$ cat config.mk
export PLATFORM = sky130hd
export DESIGN_NAME = hb_bootloader
export DESIGN_NICKNAME = d
export VERILOG_FILES = /design/src/rtl/hb_bootloader.sv
export SDC_FILE = /design/constraint.sdc
export NUM_CORES = 1
export LEC_CHECK = 0
export BUFFER_PORTS_ARGS = -buffer_cell sky130_fd_sc_hd__buf_2
export CAP_MARGIN = 40
export CORE_MARGIN = 2
export CORE_UTILIZATION = 50
export CTS_CLUSTER_SIZE = 8
export DETAILED_ROUTE_END_ITERATION = 16
export PLACE_DENSITY = 0.82
export RECOVER_POWER = 100
export SLEW_MARGIN = 20
export SYNTH_ARGS = -nofsm -noshare
export SYNTH_HDL_FRONTEND = slang
export SYNTH_SLANG_ARGS = --single-unit
$ cat constraint.sdc
create_clock -name clk -period 1.84 [get_ports clk]
set_input_delay 0.184 -clock clk [delete_from_list [all_inputs] [get_ports clk]]
set_output_delay 0.184 -clock clk [all_outputs]
set_load 0.01 [all_outputs]
$ cat src/rtl/hb_bootloader.sv
// Byte-stream loader: holds the core in reset, writes a length-prefixed image to program memory
// from address 0, then releases the core on a good checksum or latches an error on any failure.
module hb_bootloader #(
  parameter int ADDR_W = 8
) (
  input  logic              clk,
  input  logic              rst_btn_b,
  input  logic [7:0]        in_data,
  input  logic              in_valid,
  output logic              in_ready,
  output logic              mem_we,
  output logic [ADDR_W-1:0] mem_addr,
  output logic [7:0]        mem_wdata,
  output logic              bl_done,
  output logic              bl_error,
  output logic              cpu_rst_b
);

  typedef enum logic [2:0] {
    S_LEN_HI,
    S_LEN_LO,
    S_DATA,
    S_CSUM,
    S_DONE,
    S_ERR
  } state_t;

  localparam logic [16:0] MAX_LEN = 17'(2 ** ADDR_W);

  state_t          state;
  logic [7:0]      len_hi;
  logic [15:0]     remaining;
  logic [7:0]      sum;
  logic [ADDR_W:0] addr;

  logic        accept;
  logic [15:0] len_n;
  logic [7:0]  csum_total;

  assign accept     = in_valid && in_ready;
  assign len_n      = {len_hi, in_data};
  assign csum_total = sum + in_data;
  assign cpu_rst_b  = bl_done;

  always_ff @(posedge clk) begin
    if (!rst_btn_b) begin
      state     <= S_LEN_HI;
      len_hi    <= 8'd0;
      remaining <= 16'd0;
      sum       <= 8'd0;
      addr      <= '0;
      in_ready  <= 1'b0;
      mem_we    <= 1'b0;
      mem_addr  <= '0;
      mem_wdata <= 8'd0;
      bl_done   <= 1'b0;
      bl_error  <= 1'b0;
    end else begin
      mem_we <= 1'b0;
      // in_ready comes up one cycle after reset release; terminal states clear it below.
      if (state == S_LEN_HI) in_ready <= 1'b1;
      if (accept) begin
        case (state)
          S_LEN_HI: begin
            len_hi <= in_data;
            state  <= S_LEN_LO;
          end
          S_LEN_LO: begin
            remaining <= len_n;
            if (len_n == 16'd0) begin
              state <= S_CSUM;
            end else if ({1'b0, len_n} > MAX_LEN) begin
              state    <= S_ERR;
              bl_error <= 1'b1;
              in_ready <= 1'b0;
            end else begin
              state <= S_DATA;
            end
          end
          S_DATA: begin
            // The top address bit can only be set after the final write, so it gates nothing real.
            mem_we    <= !addr[ADDR_W];
            mem_addr  <= addr[ADDR_W-1:0];
            mem_wdata <= in_data;
            sum       <= sum + in_data;
            addr      <= addr + 1'b1;
            remaining <= remaining - 16'd1;
            if (remaining == 16'd1) state <= S_CSUM;
          end
          S_CSUM: begin
            in_ready <= 1'b0;
            if (csum_total == 8'd0) begin
              state   <= S_DONE;
              bl_done <= 1'b1;
            end else begin
              state    <= S_ERR;
              bl_error <= 1'b1;
            end
          end
          default: ;
        endcase
      end
    end
  end

endmodule

# After elaboration in Yosys (flattened, before gate mapping)
# Index checks and enable logic that the tools add are counted.
dict set report totals {
  elab_cells 53
  regBits 64
  input_bits 11
  output_inout_bits 21
}
dict set report classes {
  add_sub_neg 3
  eq_ne 8
  n_reduce_logical 15
  magnitude_cmp 1
  muxes 15
}
# cell count
set ops {}
lappend ops {{case mux 16 bit (2 select lines)} 1}
lappend ops {{equality test 16 x 1 -> 1 bit (second input constant)} 1}
lappend ops {{greater-than comparator 16 x 9 -> 1 bit (second input constant)} 1}
lappend ops {{logical NOT 16 bit} 1}
lappend ops {{subtractor 16 x 1 -> 16 bit (second input constant)} 1}
lappend ops {{case mux 3 bit (4 select lines)} 1}
lappend ops {{adder 9 x 1 -> 9 bit (second input constant)} 1}
lappend ops {{two-way mux 3 bit} 3}
lappend ops {{AND reduction 3 bit} 3}
lappend ops {{adder 8 bit} 1}
lappend ops {{logical NOT 8 bit} 1}
lappend ops {{two-way mux 1 bit} 8}
lappend ops {{inequality test 2 bit (second input constant)} 4}
lappend ops {{equality test 3 x 2 -> 1 bit (second input constant)} 2}
lappend ops {{AND reduction 2 bit} 3}
lappend ops {{AND reduction 5 bit} 1}
lappend ops {{case mux 1 bit (2 select lines)} 2}
lappend ops {{nonzero test 2 bit} 2}
lappend ops {{nonzero test 4 bit} 1}
lappend ops {{equality test 3 x 1 -> 1 bit (second input constant)} 1}
lappend ops {{logical NOT 3 bit} 1}
lappend ops {{logical AND 1 bit} 1}
lappend ops {{logical NOT 1 bit} 1}

# Logic depth before layout (Yosys ltp)
dict set report depth {
  ltp_word 6
  ltp_mapped 8
  mapped_depth_nobuf 8
}

# Worst setup path after synthesis
# Ideal clock, no wire load.
dict set report synth_timing {
  path_kind {register -> register}
  from {register sum[0]}
  to {register state[0]}
  arrival_ns 1.909
  path_buffers 0
  t_required_ns 1.724
  period_less_slack_ns 2.025
  path_slack_ns -0.185
  setup_ns 0.116
  stages_incl_launch_ff 9
  cell_sequence {dfxtp_1 > ha_1 > fa_1 > a211oi_1 > o21bai_1 > a21oi_1 > xnor2_1 > nand3b_1 > a41o_1}
}
dict set report synth_via {
  elab_chain_cells 4
}
# element line_no
set synth_lines {}
lappend synth_lines {{start, declared} 33} ;# logic [7:0] sum;
lappend synth_lines {{start signal, assigned} 85} ;# sum <= sum + in_data;
lappend synth_lines {{adder 8 bit} 42} ;# assign csum_total = sum + in_data;
lappend synth_lines {{logical NOT 8 bit} 92} ;# if (csum_total == 8'd0) begin
lappend synth_lines {{two-way mux 1 bit} 92}
lappend synth_lines {{case mux 3 bit (4 select lines)} 63} ;# case (state)
lappend synth_lines {{end signal, assigned} 66} ;# state <= S_LEN_LO;
lappend synth_lines {{end signal, assigned} 93} ;# state <= S_DONE;
lappend synth_lines {{end signal, assigned} 96} ;# state <= S_ERR;
lappend synth_lines {{end, declared} 30} ;# state_t state;
# Every way passes these cells.
# A chain may end at the register's enable or synchronous reset.

# Worst setup path after layout
dict set report layout_timing {
  from {register sum[1]}
  to {register state[0]}
}
# Same word-level chain as after synthesis.

==> metrics.yaml <==
cts-hold-fix-buffers: 0
syn_area_per_cell_um2: 8.51
rsz0062_at_grt: "yes"
arrival_ps: 2260
p_leak_uw: 0.00154
numCtsBuffers: 9
synth_edf_count: 0
ant_nets: 0
setup_violations: 15
powerDensity_nw_per_um2: 826
cap_violations: 0
min_path_type: "primary input to flop"
hpwl_um: 5530
die_area_um2: 7290
nets: 463
cts_tree: "done"
synthFlopType: "dfxtp_1"
vias: 3037
final_common_cell: "nand2_1"
crit_required_ps: 2060
num_rows: 29
grt_pass1_wl_um: 13800
clock_path_buffers: 2
crit_fanout: 3
wl_um: 8050
worst_pin_slew_ps: 610
period_minus_slack_ps: 2040
min-delay-start: "in_data[1]"
end_kind: "flop"
die_x_um: 85.4
syn_inst: 389
first_iter_violations: 199
grt_pass1_vias: 2949
vias_per_cell: 5.82
dpl-instance-area_um2: 3720
fmax_mhz: 491
crit_path_start_kind: "flop"
crit_start: "sum[1]"
antenna_cells: 0
port_buffers: 31
drc: 0
finalWorstSetupSlack_ps: -198
total_power_uw: 3220
stdcell_count: 522
cts-htree-levels: 3
drv_slew: 0
syn_to_final_growth_pct: 17.9
rr_startpoint: "sum[1]"
gr-total-overflow: 0
clk_latency_ps: 340
clk_pin_slew_ps: 70
violations: "negative setup slack"
antenna_found_initial: 0
drive_gt1_share_pct: 16.9
fp.dieH_um: 85.4
peakVddDrop_mv: 0.568
place_congestion: 0.881
synth_area_um2: 3310
grt_max_degree: 34
place_inst: 507
ys_ff_latch: 64
syn-num-nets: 411
yosysWarnings: 0
synthArstFlopShare_pct: 0
status: "finished with violations"
fin_crit_sh_pct: 111
finalHoldViolCount: 0
num_io_pins: 32
fin_area_um2: 3900
synth_seq_area_share_pct: 38.7
whs_ps: 139
slew_headroom_pct: 59.4
ys_types: 57
firstDrtPassIters: 5
criticalPathCategory: "flop to flop"
start_util_pct: 51.9
fin_worst_skew_ps: 8.71
wl_per_cell_um: 15.4
final_cell_mix: "nand2_1, dfxtp_1, nor2_1, buf_4, clkbuf_1"
cts_setup_buffers: 0
coreArea_um2: 6390
cts_root_buf: "clkbuf_8"
grtUsageTotal_pct: 23.7
clock_sinks: 64
[Yosys cell counts (all sizes together), types with 6 or more instances]
cell type	n	area [um^2]
buf	14	72.6
nor4	7	43.8
a21boi	29	218
xnor2	12	105
dfxtp	64	1280
o21ai	24	120
nor2	26	116
ha	10	125
nor2b	12	75.1
and2	9	56.3
nor3	7	61.3
nand2	77	297
mux2i	8	80.1
a21oi	12	60.1
nand4	9	71.3
clkbuf	7	26.3
a22oi	6	45.0
[logic make-up after synthesis]
family	synth area share (%)
AND/OR/NAND/NOR	27.1
AO/OA/AOI/OAI	19.7
flip-flops	38.7
buffers and inverters	3.21
XOR/XNOR	4.50
adder cells (fa/ha/maj)	4.38
multiplexers	2.42
[final cells by class]
cell class              instances  area [um^2]
fillers                       557         2480
multi-input cells             302         1950
flip-flops and latches         64         1280
repair buffers                 62          347
clock buffers                  12          155
well taps                      77         96.3
clock inverters                 3         65.1
inverters                       2         7.51
[power by group]
part | switching (uW) | internal [uW]
sequential | 33.5 | 1420
clock | 530 | 828
combinational | 229 | 187
[layer usage]
layer | GRT usage [%] | vias to the layer above | share of wire (%)
met2 | 37.1 | 101 | 47
met4 | 12.1 | 0 | 2.3
met1 | 31.0 | 1445 | 45
met5 | 0 | - | 0
li1 | - | 1472 | -
met3 | 4.86 | 19 | 5.7
[critical path: stages (launching register included)]
cell      delay, ps
dfxtp_2         340
ha_1            310
a211oi_4        270
o31ai_2         120
xor2_1          170
nor4_1          300
nand3b_1        180
a41o_1          230
[flip-flops by register name, indices dropped and copies added (netlist names), 3 cells and up]
name	flops
addr	9
len_hi	8
mem_addr	8
mem_wdata	8
remaining	16
state	3
sum	8
[stage by stage]
stage / util (%) / worst slack (ps) / setup TNS (ps)
after detailed placement: 58.2 / -315 / -762
final: 61.1 / -198 / -1150
after CTS: 61.9 / -241 / -521
after floorplan: - / -34.0 / -46.8
after global placement: 58.2 / -152 / -295
after global routing: 61.1 / -312 / -4580
[final timing paths]
kind / cells after the start / slack, ps / end
max: 7 / -200 / state[0]
min: 3 / 140 / mem_wdata[1]
max reg2reg: 7 / -200 / state[0]
min reg2reg: 1 / 450 / mem_we
[repair_timing]
item / 4_1_cts / 5_1_grt
pin swaps: 2 / 3
resized for setup: 3 / 3
endpoints found under the setup margin: 3 / 6
(Power assumes the default switching activity.)
